--- config.mk ---
export PLATFORM = sky130hd
export DESIGN_NAME = pll_reset_seq
export DESIGN_NICKNAME = d
export VERILOG_FILES = /design/src/rtl/pll_reset_seq.sv
export SDC_FILE = /design/constraint.sdc
export NUM_CORES = 1
export LEC_CHECK = 0
export ABC_AREA = 1
export CAP_MARGIN = 5
export CORE_MARGIN = 3
export CORE_UTILIZATION = 60
export CTS_CLUSTER_SIZE = 28
export DETAILED_ROUTE_END_ITERATION = 10
export PLACE_DENSITY = 0.78
export SLEW_MARGIN = 30
export SYNTH_ARGS = -nofsm -noshare
export SYNTH_HDL_FRONTEND = slang
export SYNTH_SLANG_ARGS = --single-unit
--- constraint.sdc ---
create_clock -name clkin -period 2.9 [get_ports clkin]
set_input_delay 0.435 -clock clkin [delete_from_list [all_inputs] [get_ports clkin]]
set_output_delay 0.435 -clock clkin [all_outputs]
set_load 0.05 [all_outputs]
--- src/rtl/pll_reset_seq.sv ---
// Reset and lock sequencer for the board PLL: pulses pll_rst, waits for a stable
// lock, then releases sys_rst; retries on timeout or lock loss.
module pll_reset_seq #(
    parameter int RST_PULSE    = 16,
    parameter int LOCK_STABLE  = 1024,
    parameter int LOCK_TIMEOUT = 65536
) (
    input  logic       clkin,
    input  logic       rst,
    input  logic       locked,
    output logic       pll_rst,
    output logic       sys_rst,
    output logic       ready,
    output logic [3:0] retries,
    output logic       lost_lock
);

    localparam int MAXP = (RST_PULSE > LOCK_STABLE)
                        ? ((RST_PULSE > LOCK_TIMEOUT) ? RST_PULSE : LOCK_TIMEOUT)
                        : ((LOCK_STABLE > LOCK_TIMEOUT) ? LOCK_STABLE : LOCK_TIMEOUT);
    localparam int CW = (MAXP > 1) ? $clog2(MAXP) : 1;

    localparam logic [CW-1:0] RST_LAST     = CW'(RST_PULSE - 1);
    localparam logic [CW-1:0] STABLE_LAST  = CW'(LOCK_STABLE - 1);
    localparam logic [CW-1:0] TIMEOUT_LAST = CW'(LOCK_TIMEOUT - 1);

    typedef enum logic [1:0] {
        S_RESET,
        S_WAIT,
        S_STABLE,
        S_RUN
    } state_t;

    state_t        state;
    logic [CW-1:0] cnt;
    logic          sync1;
    logic          lock_s;

    // locked is asynchronous to clkin; only lock_s is used past this point
    always_ff @(posedge clkin) begin
        if (rst) begin
            sync1  <= 1'b0;
            lock_s <= 1'b0;
        end else begin
            sync1  <= locked;
            lock_s <= sync1;
        end
    end

    // Outputs are updated on the transition that enters each state so they
    // always come straight from flops and match the state register
    always_ff @(posedge clkin) begin
        if (rst) begin
            state     <= S_RESET;
            cnt       <= '0;
            retries   <= 4'd0;
            lost_lock <= 1'b0;
            pll_rst   <= 1'b1;
            sys_rst   <= 1'b1;
            ready     <= 1'b0;
        end else begin
            case (state)
                S_RESET: begin
                    if (cnt == RST_LAST) begin
                        state   <= S_WAIT;
                        cnt     <= '0;
                        pll_rst <= 1'b0;
                    end else begin
                        cnt <= cnt + CW'(1);
                    end
                end
                S_WAIT: begin
                    if (lock_s) begin
                        state <= S_STABLE;
                        cnt   <= '0;
                    end else if (cnt == TIMEOUT_LAST) begin
                        state   <= S_RESET;
                        cnt     <= '0;
                        pll_rst <= 1'b1;
                        if (retries != 4'd15) begin
                            retries <= retries + 4'd1;
                        end
                    end else begin
                        cnt <= cnt + CW'(1);
                    end
                end
                S_STABLE: begin
                    if (!lock_s) begin
                        state <= S_WAIT;
                        cnt   <= '0;
                    end else if (cnt == STABLE_LAST) begin
                        state   <= S_RUN;
                        cnt     <= '0;
                        sys_rst <= 1'b0;
                        ready   <= 1'b1;
                    end else begin
                        cnt <= cnt + CW'(1);
                    end
                end
                S_RUN: begin
                    if (!lock_s) begin
                        state     <= S_RESET;
                        cnt       <= '0;
                        pll_rst   <= 1'b1;
                        sys_rst   <= 1'b1;
                        ready     <= 1'b0;
                        lost_lock <= 1'b1;
                        if (retries != 4'd15) begin
                            retries <= retries + 4'd1;
                        end
                    end
                end
                default: begin
                    state   <= S_RESET;
                    cnt     <= '0;
                    pll_rst <= 1'b1;
                    sys_rst <= 1'b1;
                    ready   <= 1'b0;
                end
            endcase
        end
    end

endmodule

==> reports/summary.md, run 1 <==
- finished clean — outcome
- 0 — max-cap viol count
- 2780 um2 — Core ar.
- clkdlybuf4s50_1 — worst path cell trace
- 0 — final max-slew violation count
- output pin — type of element capturing the critical path
- 19 — number of cell rows
- 67.0% — max-slew headroom at the worst pin
- 6.48 um2 — post-synthesis average cell area
- 3.77 mm — total wire length
- 0% — proportion of synthesized flip-flops having asynchronous set or reset
- 579 nW/um2 — total power divided by cell area
- buffers and inverters — Worst path top cell family by delay
- 5.39 — number of vias per cell
- 1677 — total via count in the routed design
- 1.61 ns — endpoint arrival time on the critical path
- 283 — post-synthesis net count
- 1.19 ns — reg-to-reg setup timing slack
- 0 — post-route DRC violation count
- 70.6% — share of the cycle needed by the critical path after routing
- 0 — final-report hold violation count
- reg2out — startpoint-to-endpoint class of the critical path
- yes — CTS tree
- 0 — post-cts repair resize count
- 561 um2 — register area
- 273 — synthesized instance count
- 6.42 mm — global-route wire length before repair
- 2.05 ns — Tmin final
- 17 — maximum number of pins on one net before global-route repair
- 1429 — via count of the first global-routing pass
- 3 — Inserted Clock Buffers
- dfxtp_1 — predominant post-synthesis flop cell
- 29 — Distinct cells, synth
- 0.000505 V — maximum vdd drop
- 1 — number of cells on the critical path
- 1060 um2 — area of the multi-input gates
- 0 — post-CTS setup-driven buffer insertion count
- 2.47 ns — required time at the worst-slack endpoint
- 63.6% — Initial Utilization
- 28 — sink count of the clock tree
- register — critical path startpoint category
- 1 — H-tree levels
- 1920 um2 — post-route cell area
- 0.00605 ns — Fin Clk Skew
- 0.000786 uW — leakage power summed over all cells
- 1770 um2 — cell area after technology mapping
- 0 — ant diodes
- reg2reg — Hold WC Path Type
- 2.83 mm — placed wire-length estimate after detailed placement
- false — RSZ-0062 raised after global routing
- 31.7% — register area share after synthesis
- 12.1 um — average wire per cell in the routed design
- 0.493 ns — slew at the pin with the worst max-slew slack
- clkbuf_4 — CTS Root Cell
- 8.63% — Area Overhead vs Synth
- 0.34 ns — Clock Latency Late Sink
- nand2_1 — most frequent standard cell in the layout excluding fill and tap cells
- 0 — antenna-violating nets left
- 3640 um2 — Die Area
- 23.2% — GR Util All Layers
- 0 — number of enable flip-flop cells after synthesis
- 0.15 ns — clock transition at the registers of the reported paths
- 0.914 — last weighted congestion value of the routability-driven placer
- 1 — total buffers and inverters traversed by the critical path
- 1870 um2 — area post-placement
- 0.83 ns — biggest cell delay along the critical path
- 291 — net count of the finished layout
- retries[2] — Worst Setup SP
- 4 — number of iterations in the first detailed-routing pass
- 0 — # setup viols final
- retries[2] — Critical path destination
- 28 — flops & latches, synth
- 0 — hold_buf cts
- 0 ns — Setup Total Neg Slack
- nand2_1, nor2_1, dfxtp_1 — highest-count cells in the layout ignoring fill and taps
- 0 — yosys synthesis warning count
- 0 — overflow left after global routing
- 1110 uW — post-layout power
- 11 — number of top-level pins
- 488 MHz — upper clock frequency limit
- clkdlybuf4s50_1 — slowest cell on the critical path
- 7.50% — layout cells sized above 1
- 5 — CP max FO
- 0 — initial antenna violation count
- 80 — first-iteration detailed-routing DRC count
- cnt[15] — end of the worst register-to-register path
- state[0] — reg-to-reg critical path startpoint
- 2 — worst-case clock buffer depth
- 60.3 um — Chip Width
- 5 — logic depth of the worst register-to-register path
- 60.3 um — vertical die dimension
- 261 — fill count
- 10 — number of buffers added on ports
==> cell usage after synthesis (3+ instances only) <==
master / n / share of area, %
nor2_4: 3 / 1.9
nand2_2: 7 / 2.5
a21oi_1: 20 / 5.7
o21ai_0: 9 / 2.5
dfxtp_1: 28 / 32
inv_1: 25 / 5.3
o21bai_1: 3 / 1.3
nand3_1: 15 / 4.2
nor2_1: 48 / 10
ha_1: 7 / 5.0
nand2_1: 75 / 16
xor2_1: 5 / 2.5
nand4_1: 5 / 1.8
buf_2: 4 / 1.1
==> registers in the layout (all words and copies together), names as in the netlist <==
| register | cells |
|---|---|
| lock_s | 1 |
| retries | 4 |
| sync1 | 1 |
| pll_rst | 1 |
| cnt | 16 |
| state | 2 |
| sys_rst | 1 |
| ready | 1 |
| lost_lock | 1 |
==> routing by layer <==
metal / part of all wire (%) / vias to the layer above / GRT usage [%] / wire [um]
met3: 4.6 / 5 / 3.24 / 172
met2: 42 / 33 / 32.7 / 1580
li1: - / 884 / - / -
met5: 0 / - / 0 / 0
met1: 52 / 755 / 35.3 / 1960
met4: 1.4 / 0 / 8.54 / 54
==> worst min-delay path, stage by stage, from the launching register on <==
cell	delay (ns)
dfxtp_1	0.33
inv_1	0.04
nor2_1	0.03
==> report_power, final <==
| group | internal [uW] | total, uW | switching [uW] | leakage (uW) |
|---|---|---|---|---|
| registers | 428 | 467 | 38.9 | 0.000227 |
| clock network | 140 | 260 | 120 | 0.0000279 |
| logic | 133 | 386 | 254 | 0.000531 |
| total | 701 | 1110 | 413 | 0.000786 |
==> final cells by class <==
cell class                 count  share of cell area (%)
multi-input combinational    211                    55.3
sequential                    28                    29.2
timing repair buffer          11                    5.60
inverter                      26                    5.14
tap                           31                    2.02
clock inverter                 1                    1.56
clock buffer                   3                    1.17
==> worst min-delay path by stage <==
stage           from     end  depth (start not counted)
2_1_floorplan  sync1  lock_s                          2
3_3_place_gp   sync1  lock_s                          2
6_report       sync1  lock_s                          2
5_1_grt        sync1  lock_s                          2
4_1_cts        sync1  lock_s                          2
3_5_place_dp   sync1  lock_s                          2
==> stage by stage <==
stage	util, %	hold WS (ns)	setup WS [ns]	std cells
2_1_floorplan	-	0.388	1.42	273
3_3_place_gp	67.2	0.407	1.18	307
3_5_place_dp	67.2	0.405	1.18	307
4_1_cts	69.1	0.425	0.847	311
5_1_grt	69.1	0.440	0.798	311
6_report	69.1	0.421	0.852	311
==> kinds of logic after synthesis <==
group                    count (synthesis)  share of synthesized area, %
flip-flops                              28                          31.7
AO/OA/AOI/OAI                           39                          12.4
adder cells (fa/ha/maj)                  7                          4.95
XOR/XNOR                                 7                          3.47
AND/OR/NAND/NOR                        158                          39.3
buffers and inverters                   34                          8.20
No activity file was read; power rests on OpenSTA's default activity.
==> run 2, diff against run 1 <==
Settings changed: CORE_UTILIZATION 60 to 58, PLACE_DENSITY 0.78 to 0.76.
Clock period 2.9 ns to 2.1 ns, I/O delays scaled along.
==> reports/summary.md, run 2 (synthesized netlist as in run 1, its figures left out) <==
- 10 — number of buffers added on ports, unchanged
- 1550 uW — post-layout power, +39%
- 291 — net count of the finished layout, unchanged
- 2 — hold path depth, unchanged
- 4 — number of iterations in the first detailed-routing pass, unchanged
- reg2reg — Hold WC Path Type
- cnt (16), retries (4), state (2) — Top Registers
- 0.17 ns — clock transition at the registers of the reported paths, +0.02 ns
- output pin — type of element capturing the critical path
- clkbuf_4 — CTS Root Cell
- 1920 um2 — post-route cell area, unchanged
- 22.3% — GR Util All Layers, -0.90 points
- yes — CTS tree
- 1870 um2 — area post-placement, unchanged
- 8.63% — Area Overhead vs Synth, unchanged
- 3750 um2 — Die Area, +3.1%
- false — RSZ-0062 raised after global routing
- 0 — ant diodes, unchanged
- cnt[4] — end of the worst register-to-register path
- 3.78 mm — total wire length, +0.24%
- 2830 um2 — Core ar., +1.7%
- 6.31 mm — global-route wire length before repair, -1.7%
- 61.2 um — vertical die dimension, +1.5%
- 1391 — via count of the first global-routing pass, -2.7%
- 93.6% — share of the cycle needed by the critical path after routing
- nand2_1, nor2_1, dfxtp_1 — highest-count cells in the layout ignoring fill and taps
- 0 — max-cap viol count, unchanged
- 0 — final-report hold violation count, unchanged
- lock_s — endpoint of the worst hold-timing path
- 7.50% — layout cells sized above 1, unchanged
- 3 — Inserted Clock Buffers, unchanged
- 1 — total buffers and inverters traversed by the critical path, unchanged
- 0.510 ns — slew at the pin with the worst max-slew slack, +0.0167 ns
- 0 — # setup viols final, unchanged
- 61.2 um — Chip Width, +1.5%
- 11 — number of top-level pins, unchanged
- 0.34 ns — reg-to-reg setup timing slack, -0.85 ns
- 19 — maximum number of pins on one net before global-route repair, +2
- 0.415 ns — final hold slack, -0.00651 ns
- 0.000520 V — maximum vdd drop, +3.1%
- 0.84 ns — biggest cell delay along the critical path, about the same
- cnt — Largest Register
- 62.5% — Initial Utilization, -1.1 points
- 19 — number of cell rows, unchanged
- 0.35 ns — Clock Latency Late Sink, about the same
- 0 — final max-slew violation count, unchanged
- register — critical path startpoint category
- clkdlybuf4s50_1 — worst path cell trace
- 28 — sink count of the clock tree, unchanged
- 0 ns — Setup Total Neg Slack, unchanged
- 0 — post-route DRC violation count, unchanged
- 1.65 ns — endpoint arrival time on the critical path, +0.04 ns
- 0 — post-CTS setup-driven buffer insertion count, unchanged
- 6 — logic depth of the worst register-to-register path, +1
- 0 — initial antenna violation count, unchanged
- 1060 um2 — area of the multi-input gates, unchanged
- 509 MHz — upper clock frequency limit
- 0 — overflow left after global routing, unchanged
- 256 — fill count, -1.9%
- clkdlybuf4s50_1 — slowest cell on the critical path
- 93 — first-iteration detailed-routing DRC count, +16%
- 0 — hold_buf cts, unchanged
- 1 — H-tree levels, unchanged
- 2 — worst-case clock buffer depth, unchanged
- 561 um2 — register area, unchanged
- 807 nW/um2 — total power divided by cell area, +39%
- 2.71 mm — placed wire-length estimate after detailed placement, -4.2%
- 5 — CP max FO, unchanged
- 0.0203 ns — Fin Clk Skew, +0.0142 ns
- 0 — post-cts repair resize count, unchanged
- 0.000786 uW — leakage power summed over all cells, unchanged
- 1689 — total via count in the routed design, +0.72%
- 66.0% — max-slew headroom at the worst pin, -1.0 points
- state[0] — reg-to-reg critical path startpoint
- 0.873 — last weighted congestion value of the routability-driven placer, -4.5%
- finished clean — outcome
- 1.97 ns — Tmin final
- 12.2 um — average wire per cell in the routed design, +0.24%
- 0 — antenna-violating nets left, unchanged
- 16 — max reg flops, unchanged
- 1.78 ns — required time at the worst-slack endpoint, -0.69 ns
- nand2_1 — most frequent standard cell in the layout excluding fill and tap cells
- reg2out — startpoint-to-endpoint class of the critical path
- sync1 — hold wc startpoint
- buffers and inverters — Worst path top cell family by delay
- 5.43 — number of vias per cell, +0.72%
[run 2: cell counts in the layout (fill, tap and decap cells not counted)]
No cell type changed its count.
[run 2: report_power, final]
| part | switching [uW] | internal, uW | total [uW] |
|---|---|---|---|
| Clock | 175 | 193 | 368 |
| Combinational | 355 | 183 | 539 |
| Sequential | 52.5 | 591 | 644 |
| Total | 583 | 968 | 1550 |
[run 2: through the flow]
stage	util, %	std cells	setup WS, ns
6_report	67.9	311	0.134
2_1_floorplan	-	273	0.618
3_3_place_gp	66.1	307	0.437
3_5_place_dp	66.1	307	0.413
4_1_cts	67.9	311	0.146
5_1_grt	67.9	311	0.0840
[run 2: layout make-up]
| type | count | share of cell area (%) |
|---|---|---|
| Multi-Input combinational cell | 211 | 55.3 |
| Clock buffer | 3 | 1.17 |
| Tap cell | 31 | 2.02 |
| Inverter | 26 | 5.14 |
| Clock inverter | 1 | 1.56 |
| Sequential cell | 28 | 29.2 |
| Timing Repair Buffer | 11 | 5.60 |
[run 2: routing by layer]
layer	part of all wire, %	up-vias	GRT usage (%)
met5	0	-	0
met4	1.1	0	6.50
met3	4.7	5	2.52
met2	42	44	32.5
met1	52	757	34.2
li1	-	883	-
[run 2: tightest hold or removal path: cells and delay by family, from the launching register on]
family / cells / cell delay (ns)
flip-flops: 1 / 0.33
buffers and inverters: 1 / 0.04
AND/OR/NAND/NOR: 1 / 0.03
[run 2: worst max path at each step]
| stage | slack [ns] | to | startpoint | cells after the start |
|---|---|---|---|---|
| after floorplan | 0.62 | cnt[15] | cnt[0] | 11 |
| after global placement | 0.44 | cnt[8] | cnt[0] | 10 |
| after detailed placement | 0.41 | cnt[0] | cnt[0] | 8 |
| after CTS | 0.15 | retries[2] | retries[2] | 1 |
| after global routing | 0.08 | retries[2] | retries[2] | 1 |
| final | 0.13 | retries[2] | retries[2] | 1 |
